`src/rtl/ddr4_req_queue.sv`:
```
// In-order DDR4 request queue: timestamps accepted requests, decodes the
// address into row/bank/bank-group/column fields, releases the head after LAT cycles.
module ddr4_req_queue #(
    parameter int DEPTH  = 16,
    parameter int ADDR_W = 33,
    parameter int LAT    = 100,
    parameter int CNT_W  = 64
) (
    input  logic                       clk,
    input  logic                       rst_n,
    input  logic                       in_valid,
    output logic                       in_ready,
    input  logic [1:0]                 in_op,
    input  logic [ADDR_W-1:0]          in_addr,
    output logic                       out_valid,
    input  logic                       out_ready,
    output logic [1:0]                 out_op,
    output logic [ADDR_W-1:0]          out_addr,
    output logic [ADDR_W-19:0]         out_row,
    output logic [7:0]                 out_hcol,
    output logic [1:0]                 out_bank,
    output logic [1:0]                 out_bg,
    output logic [2:0]                 out_lcol,
    output logic [CNT_W-1:0]           out_arrival,
    output logic [CNT_W-1:0]           cycle_cnt,
    output logic [$clog2(DEPTH):0]     occupancy,
    output logic                       full,
    output logic                       empty,
    output logic                       err_illegal
);

    localparam int PTR_W = $clog2(DEPTH);
    localparam int OCC_W = PTR_W + 1;

    logic [1:0]        op_mem_r   [DEPTH];
    logic [ADDR_W-1:0] addr_mem_r [DEPTH];
    logic [CNT_W-1:0]  arr_mem_r  [DEPTH];

    logic [PTR_W-1:0]  wr_ptr_r;
    logic [PTR_W-1:0]  rd_ptr_r;
    logic [OCC_W-1:0]  occ_r;
    logic [CNT_W-1:0]  cnt_r;
    logic              err_r;

    logic              full_s;
    logic              empty_s;
    logic              ready_s;
    logic              accept_s;
    logic              push_s;
    logic              pop_s;
    logic              head_valid_s;
    logic [CNT_W-1:0]  age_s;
    logic [ADDR_W-1:0] head_addr_s;

    // Handshake qualification and head ageing; age is a modular difference so counter wrap is harmless.
    always_comb begin
        full_s       = (occ_r == OCC_W'(DEPTH));
        empty_s      = (occ_r == {OCC_W{1'b0}});
        ready_s      = rst_n & ~full_s;
        accept_s     = in_valid & ready_s;
        push_s       = accept_s & (in_op != 2'd3);
        age_s        = cnt_r - arr_mem_r[rd_ptr_r];
        head_valid_s = ~empty_s & (age_s >= CNT_W'(LAT));
        pop_s        = head_valid_s & out_ready;
        head_addr_s  = addr_mem_r[rd_ptr_r];
    end

    // Pointers, occupancy, free-running counter and illegal-op pulse.
    always_ff @(posedge clk or negedge rst_n) begin
        if (!rst_n) begin
            wr_ptr_r <= {PTR_W{1'b0}};
            rd_ptr_r <= {PTR_W{1'b0}};
            occ_r    <= {OCC_W{1'b0}};
            cnt_r    <= {CNT_W{1'b0}};
            err_r    <= 1'b0;
        end else begin
            cnt_r <= cnt_r + {{(CNT_W-1){1'b0}}, 1'b1};
            err_r <= accept_s & (in_op == 2'd3);
            if (push_s) begin
                wr_ptr_r <= wr_ptr_r + {{(PTR_W-1){1'b0}}, 1'b1};
            end
            if (pop_s) begin
                rd_ptr_r <= rd_ptr_r + {{(PTR_W-1){1'b0}}, 1'b1};
            end
            case ({push_s, pop_s})
                2'b10:   occ_r <= occ_r + {{(OCC_W-1){1'b0}}, 1'b1};
                2'b01:   occ_r <= occ_r - {{(OCC_W-1){1'b0}}, 1'b1};
                default: occ_r <= occ_r;
            endcase
        end
    end

    // Entry storage; cleared on reset so the head outputs never carry stale data.
    always_ff @(posedge clk or negedge rst_n) begin
        if (!rst_n) begin
            for (int i = 0; i < DEPTH; i++) begin
                op_mem_r[i]   <= 2'd0;
                addr_mem_r[i] <= {ADDR_W{1'b0}};
                arr_mem_r[i]  <= {CNT_W{1'b0}};
            end
        end else if (push_s) begin
            op_mem_r[wr_ptr_r]   <= in_op;
            addr_mem_r[wr_ptr_r] <= in_addr;
            arr_mem_r[wr_ptr_r]  <= cnt_r;
        end
    end

    // Head presentation and DDR4 field decode; addr[2:0] is the burst offset and is dropped.
    always_comb begin
        in_ready    = ready_s;
        out_valid   = head_valid_s;
        out_op      = op_mem_r[rd_ptr_r];
        out_addr    = head_addr_s;
        out_row     = head_addr_s[ADDR_W-1:18];
        out_hcol    = head_addr_s[17:10];
        out_bank    = head_addr_s[9:8];
        out_bg      = head_addr_s[7:6];
        out_lcol    = head_addr_s[5:3];
        out_arrival = arr_mem_r[rd_ptr_r];
        cycle_cnt   = cnt_r;
        occupancy   = occ_r;
        full        = full_s;
        empty       = empty_s;
        err_illegal = err_r;
    end

endmodule

```
`config.mk`:
```
export PLATFORM = sky130hd
export DESIGN_NAME = ddr4_req_queue
export DESIGN_NICKNAME = d
export VERILOG_FILES = /design/src/rtl/ddr4_req_queue.sv
export SDC_FILE = /design/constraint.sdc
export NUM_CORES = 2
export LEC_CHECK = 0
export CORE_UTILIZATION = 35
export DETAILED_ROUTE_END_ITERATION = 12
export DONT_BUFFER_PORTS = 1
export PLACE_DENSITY = 0.51
export SYNTH_ARGS = -nofsm -noshare
export SYNTH_HDL_FRONTEND = slang
export SYNTH_SLANG_ARGS = --single-unit
```
`constraint.sdc`:
```
create_clock -name clk -period 6.9 [get_ports clk]
set_input_delay 1.035 -clock clk [delete_from_list [all_inputs] [get_ports clk]]
set_output_delay 1.035 -clock clk [all_outputs]
set_load 0.005 [all_outputs]
```
==> run summary <==
FLOORPLAN
----------------------------------------------------------------------------------------
CORE AREA                                                                     0.225 mm^2
Die outline area                                                              0.228 mm^2
IO Pins                                                                              242
Die height                                                                        477 um
Row cnt                                                                              174
Starting utilization of the core area                                              0.352
Horizontal die dimension                                                          477 um

DETAILED ROUTING
----------------------------------------------------------------------------------------
DR vias                                                                           47,100
Final routed DRC violation total                                                       0
Average wire per standard cell                                                   27.1 um
ANT nets after route                                                                   0
Violation count after the first detailed-route iteration                           3,456
Overall routed net length                                                         234 mm
Post-detailed-route via-to-cell ratio                                               5.44
Number of search-and-repair iterations in the first detailed-routing pass              5

SYNTH
----------------------------------------------------------------------------------------
Synth Warn #                                                                           0
Unique cell type count in the Yosys netlist                                           72
Mapped Nets                                                                        5,487
Number of synthesized register bits                                                1,662
Async set or reset register ratio after synthesis                                   1.00
Mean cell area of the mapped netlist                                           14.7 um^2
Fraction of the yosys area taken by sequential cells                               0.526
Combined area of all synthesized cells                                       0.0791 mm^2
Leading register cell type out of synthesis                                      dfrtp_1
Cell count after synthesis                                                         5,372
Post-synth EDFFs                                                                       0

GRT
----------------------------------------------------------------------------------------
Initial antenna violation count                                                        4
Pin count of the biggest net entering global routing                                 241
Number of global-route vias before repair                                         50,600
Global-route wire length before repair                                            352 mm
Aggregate global routing overflow                                                      0
Tot GR Track Use                                                                   0.207

SETUP PATH
----------------------------------------------------------------------------------------
Crit path capture                                                              out_valid
Critical path launch point                                                   rd_ptr_r[0]
WS Path Type                                                                  reg -> out
Reg-to-Reg Start                                                             rd_ptr_r[0]
Endpoint of the worst register-to-register path                             occupancy[4]
Crit-path cells                                                             buf_6 > buf_16 > buf_12 > buf_6 > mux4_2 > mux4_2 > inv_1 > ha_1 > buf_4 > nand4_1 > nor2_1 > nor2b_1 > a31oi_1 > nor4b_4 > buf_4 > nand4_1 > nor3_2 > nand3_1 > nor4_4 > nand4_4 > nor2_1 > buf_4 > nor2_2
Critical Path Stages                                                                  23
Data required time at the worst endpoint                                         5860 ps
Buffers & Inverters on Critical Path                                                   8
Most repeated library cell on the critical path                                    buf_4
Arrival time of the worst setup path                                             6100 ps
Family with the most delay on the worst path                                simple AND/OR/NAND/NOR gates
R2R setup slack                                                                   110 ps
CP startpoint kind                                                                  flop
Capturing element type of the critical path                                 primary output
Worst path slowest cell                                                           mux4_2
Critical path fanouts, max                                                             8
R2R depth                                                                             32
CP peak stage delay                                                               520 ps

PLACED DESIGN
----------------------------------------------------------------------------------------
Final weighted congestion of routability-driven global placement                   0.986
HPWL after DPL                                                                    141 mm
Port Buf Inserts                                                                       0

TIMING
----------------------------------------------------------------------------------------
Tightest Pin Transition                                                          1320 ps
Count of endpoints failing setup in the final report                                   1
Endpoints failing hold                                                                 0
Layout Skew                                                                      39.7 ps
Final max-slew violation count                                                         0
Worst slew margin                                                                  0.122
Tcrit/Tclk final                                                                    1.03
Final worst path period need                                                     7140 ps
Setup WS post-layout                                                             -235 ps
Max Fclk                                                                         140 MHz
Setup repair after global routing missed its margin                                 true

CELLS AND AREA
----------------------------------------------------------------------------------------
Fraction of final layout cells with drive strength greater than 1                  0.519
Footprint of the multi-input gates                                           0.0357 mm^2
Fill cell count                                                                   20,700
FF+latch area                                                                0.0416 mm^2
Area overhead of the layout relative to synthesis                                  17.7%
Final design utilization                                                           0.414
Net count of the finished layout                                                   5,624

CLOCK TREE
----------------------------------------------------------------------------------------
Clock transition at the registers of the reported paths                            60 ps
Clock sinks                                                                        1,662
Clock tree from TritonCTS                                                           done
CTS max path bufs                                                                      3
Number of buffers inserted during clock tree synthesis                               186
Clock tree root driver cell                                                    clkbuf_16
Clk_lat worst skew                                                                850 ps
Number of H-tree branching levels                                                      4

PWR
----------------------------------------------------------------------------------------
Power density relative to cell area                                          350 mW/mm^2
Total leakage power                                                              44.0 nW
Total design power                                                               32.5 mW
Maximum vdd ir drop                                                             0.378 mV

STATUS
----------------------------------------------------------------------------------------
Status                                                                      complete, but fails checks
Failing checks                                                              setup timing

FLOW RUN
----------------------------------------------------------------------------------------
Number of max-capacitance violations reported                                          0

MIN PATH
----------------------------------------------------------------------------------------
Class of the tightest hold or removal check                                  in -> async

## cell families (layout without fill, tap and decap cells)
logic type               after synthesis  after routing  share of synthesized area
AND/OR/NAND/NOR                      520            520                     0.0317
other                                  0              2                          0
buffers and inverters                610            898                     0.0310
flip-flops                          1662           1662                      0.526
AO/OA/AOI/OAI                        373            373                     0.0284
multiplexers                        2030           2030                      0.359
adder cells (fa/ha/maj)               76             76                     0.0122
XOR/XNOR                             101            101                     0.0112
## placed cells by master (no fill, tap or decap), types with 16 or more instances in the layout
master | synthesis | routed
mux2_2 | 1526 | 1526
o21ai_1 | 2 | 26
o21ai_0 | 140 | 115
a21oi_1 | 106 | 82
clkinv_2 | 0 | 31
nand4_1 | 58 | 58
nand2_1 | 206 | 192
mux4_2 | 494 | 494
buf_4 | 37 | 335
nor3_1 | 29 | 21
clkbuf_16 | 0 | 194
and3_1 | 16 | 16
dfrtp_1 | 1662 | 1658
clkbuf_8 | 0 | 48
a21oi_2 | 1 | 23
xor2_1 | 25 | 25
nor2_1 | 87 | 86
xnor2_1 | 76 | 76
inv_1 | 89 | 65
clkbuf_1 | 369 | 45
buf_12 | 0 | 98
ha_1 | 74 | 50
buf_16 | 0 | 18
nand3_1 | 42 | 39
inv_2 | 0 | 19
## power breakdown
part	total [mW]	switching (mW)	internal (mW)
Clock	10.2	4.21	6.00
Combinational	10.2	4.99	5.24
Sequential	12.1	0.783	11.3
Total	32.5	9.98	22.5
## registers in the layout, indices dropped and copies added (netlist names)
signal       flops
addr_mem_r     528
wr_ptr_r         4
err_illegal      1
op_mem_r        32
arr_mem_r     1024
occupancy        5
rd_ptr_r         4
cycle_cnt       64
## through the flow
| step | area, um^2 | instances | worst slack [ps] | TNS [ps] | hold WS [ps] |
|---|---|---|---|---|---|
| floorplan | 79100 | 5372 | 146 | 0 | 445 |
| CTS | 92400 | 8634 | -329 | -329 | 131 |
| global placement | 85100 | 8245 | -371 | -858 | 459 |
| finish | 93000 | 8654 | -235 | -235 | 155 |
| global route | 93000 | 8654 | -407 | -607 | 149 |
| detailed placement | 85100 | 8245 | -185 | -490 | 468 |
## layout make-up
class / instances / share of cell area
diodes: 2 / 0.0000538
well taps: 2992 / 0.0402
clock inverters: 54 / 0.00732
multi-input cells: 3100 / 0.384
repair buffers: 470 / 0.0568
inverters: 89 / 0.00373
clock buffers: 285 / 0.0606
flip-flops and latches: 1662 / 0.447
## routing by layer
layer	vias to the layer above	global-route usage	wire length, um
li1	20200	-	-
met1	25700	0.278	104000
met2	937	0.340	113000
met3	300	0.0462	12600
met4	0	0.0483	5060
met5	-	0	0
## cell usage after synthesis (all sizes together), types with 74 or more instances
library cell / instances / area [um^2]
dfrtp: 1662 / 41600
mux2: 1527 / 17200
mux4: 494 / 11100
clkbuf: 369 / 1390
nand2: 206 / 773
buf: 152 / 729
o21ai: 143 / 727
a21oi: 107 / 539
inv: 89 / 334
nor2: 87 / 327
xnor2: 76 / 666
ha: 74 / 926
## how the worst min path moves through the flow
stage	start	to	slack (ps)
5_1_grt	rst_n	arr_mem_r[15]	150
2_1_floorplan	arr_mem_r[126]	arr_mem_r[126]	440
3_3_place_gp	arr_mem_r[19]	arr_mem_r[19]	460
6_report	rst_n	arr_mem_r[207]	150
3_5_place_dp	arr_mem_r[702]	arr_mem_r[702]	470
4_1_cts	rst_n	arr_mem_r[846]	130
## worst reg2reg max path, delay by kind of cell, from the launching register on
family	cells	cell delay, ps
fa+ha+maj	3	690
simple gates	10	2040
flops	1	450
compound gates	4	640
mux	2	1030
xor+xnor	2	260
buf+inv	11	1570
## repair_timing
action / CTS / global route
setup endpoints to repair: 3 / 3
cloned: 6 / 2
pin swaps: 26 / 32
buffers inserted: 45 / 18
resized for setup: 107 / 104
endpoints found under the hold margin: 113 / 0
hold buffers: 1 / 0
Note: power is estimated with default switching activity, not from simulation.
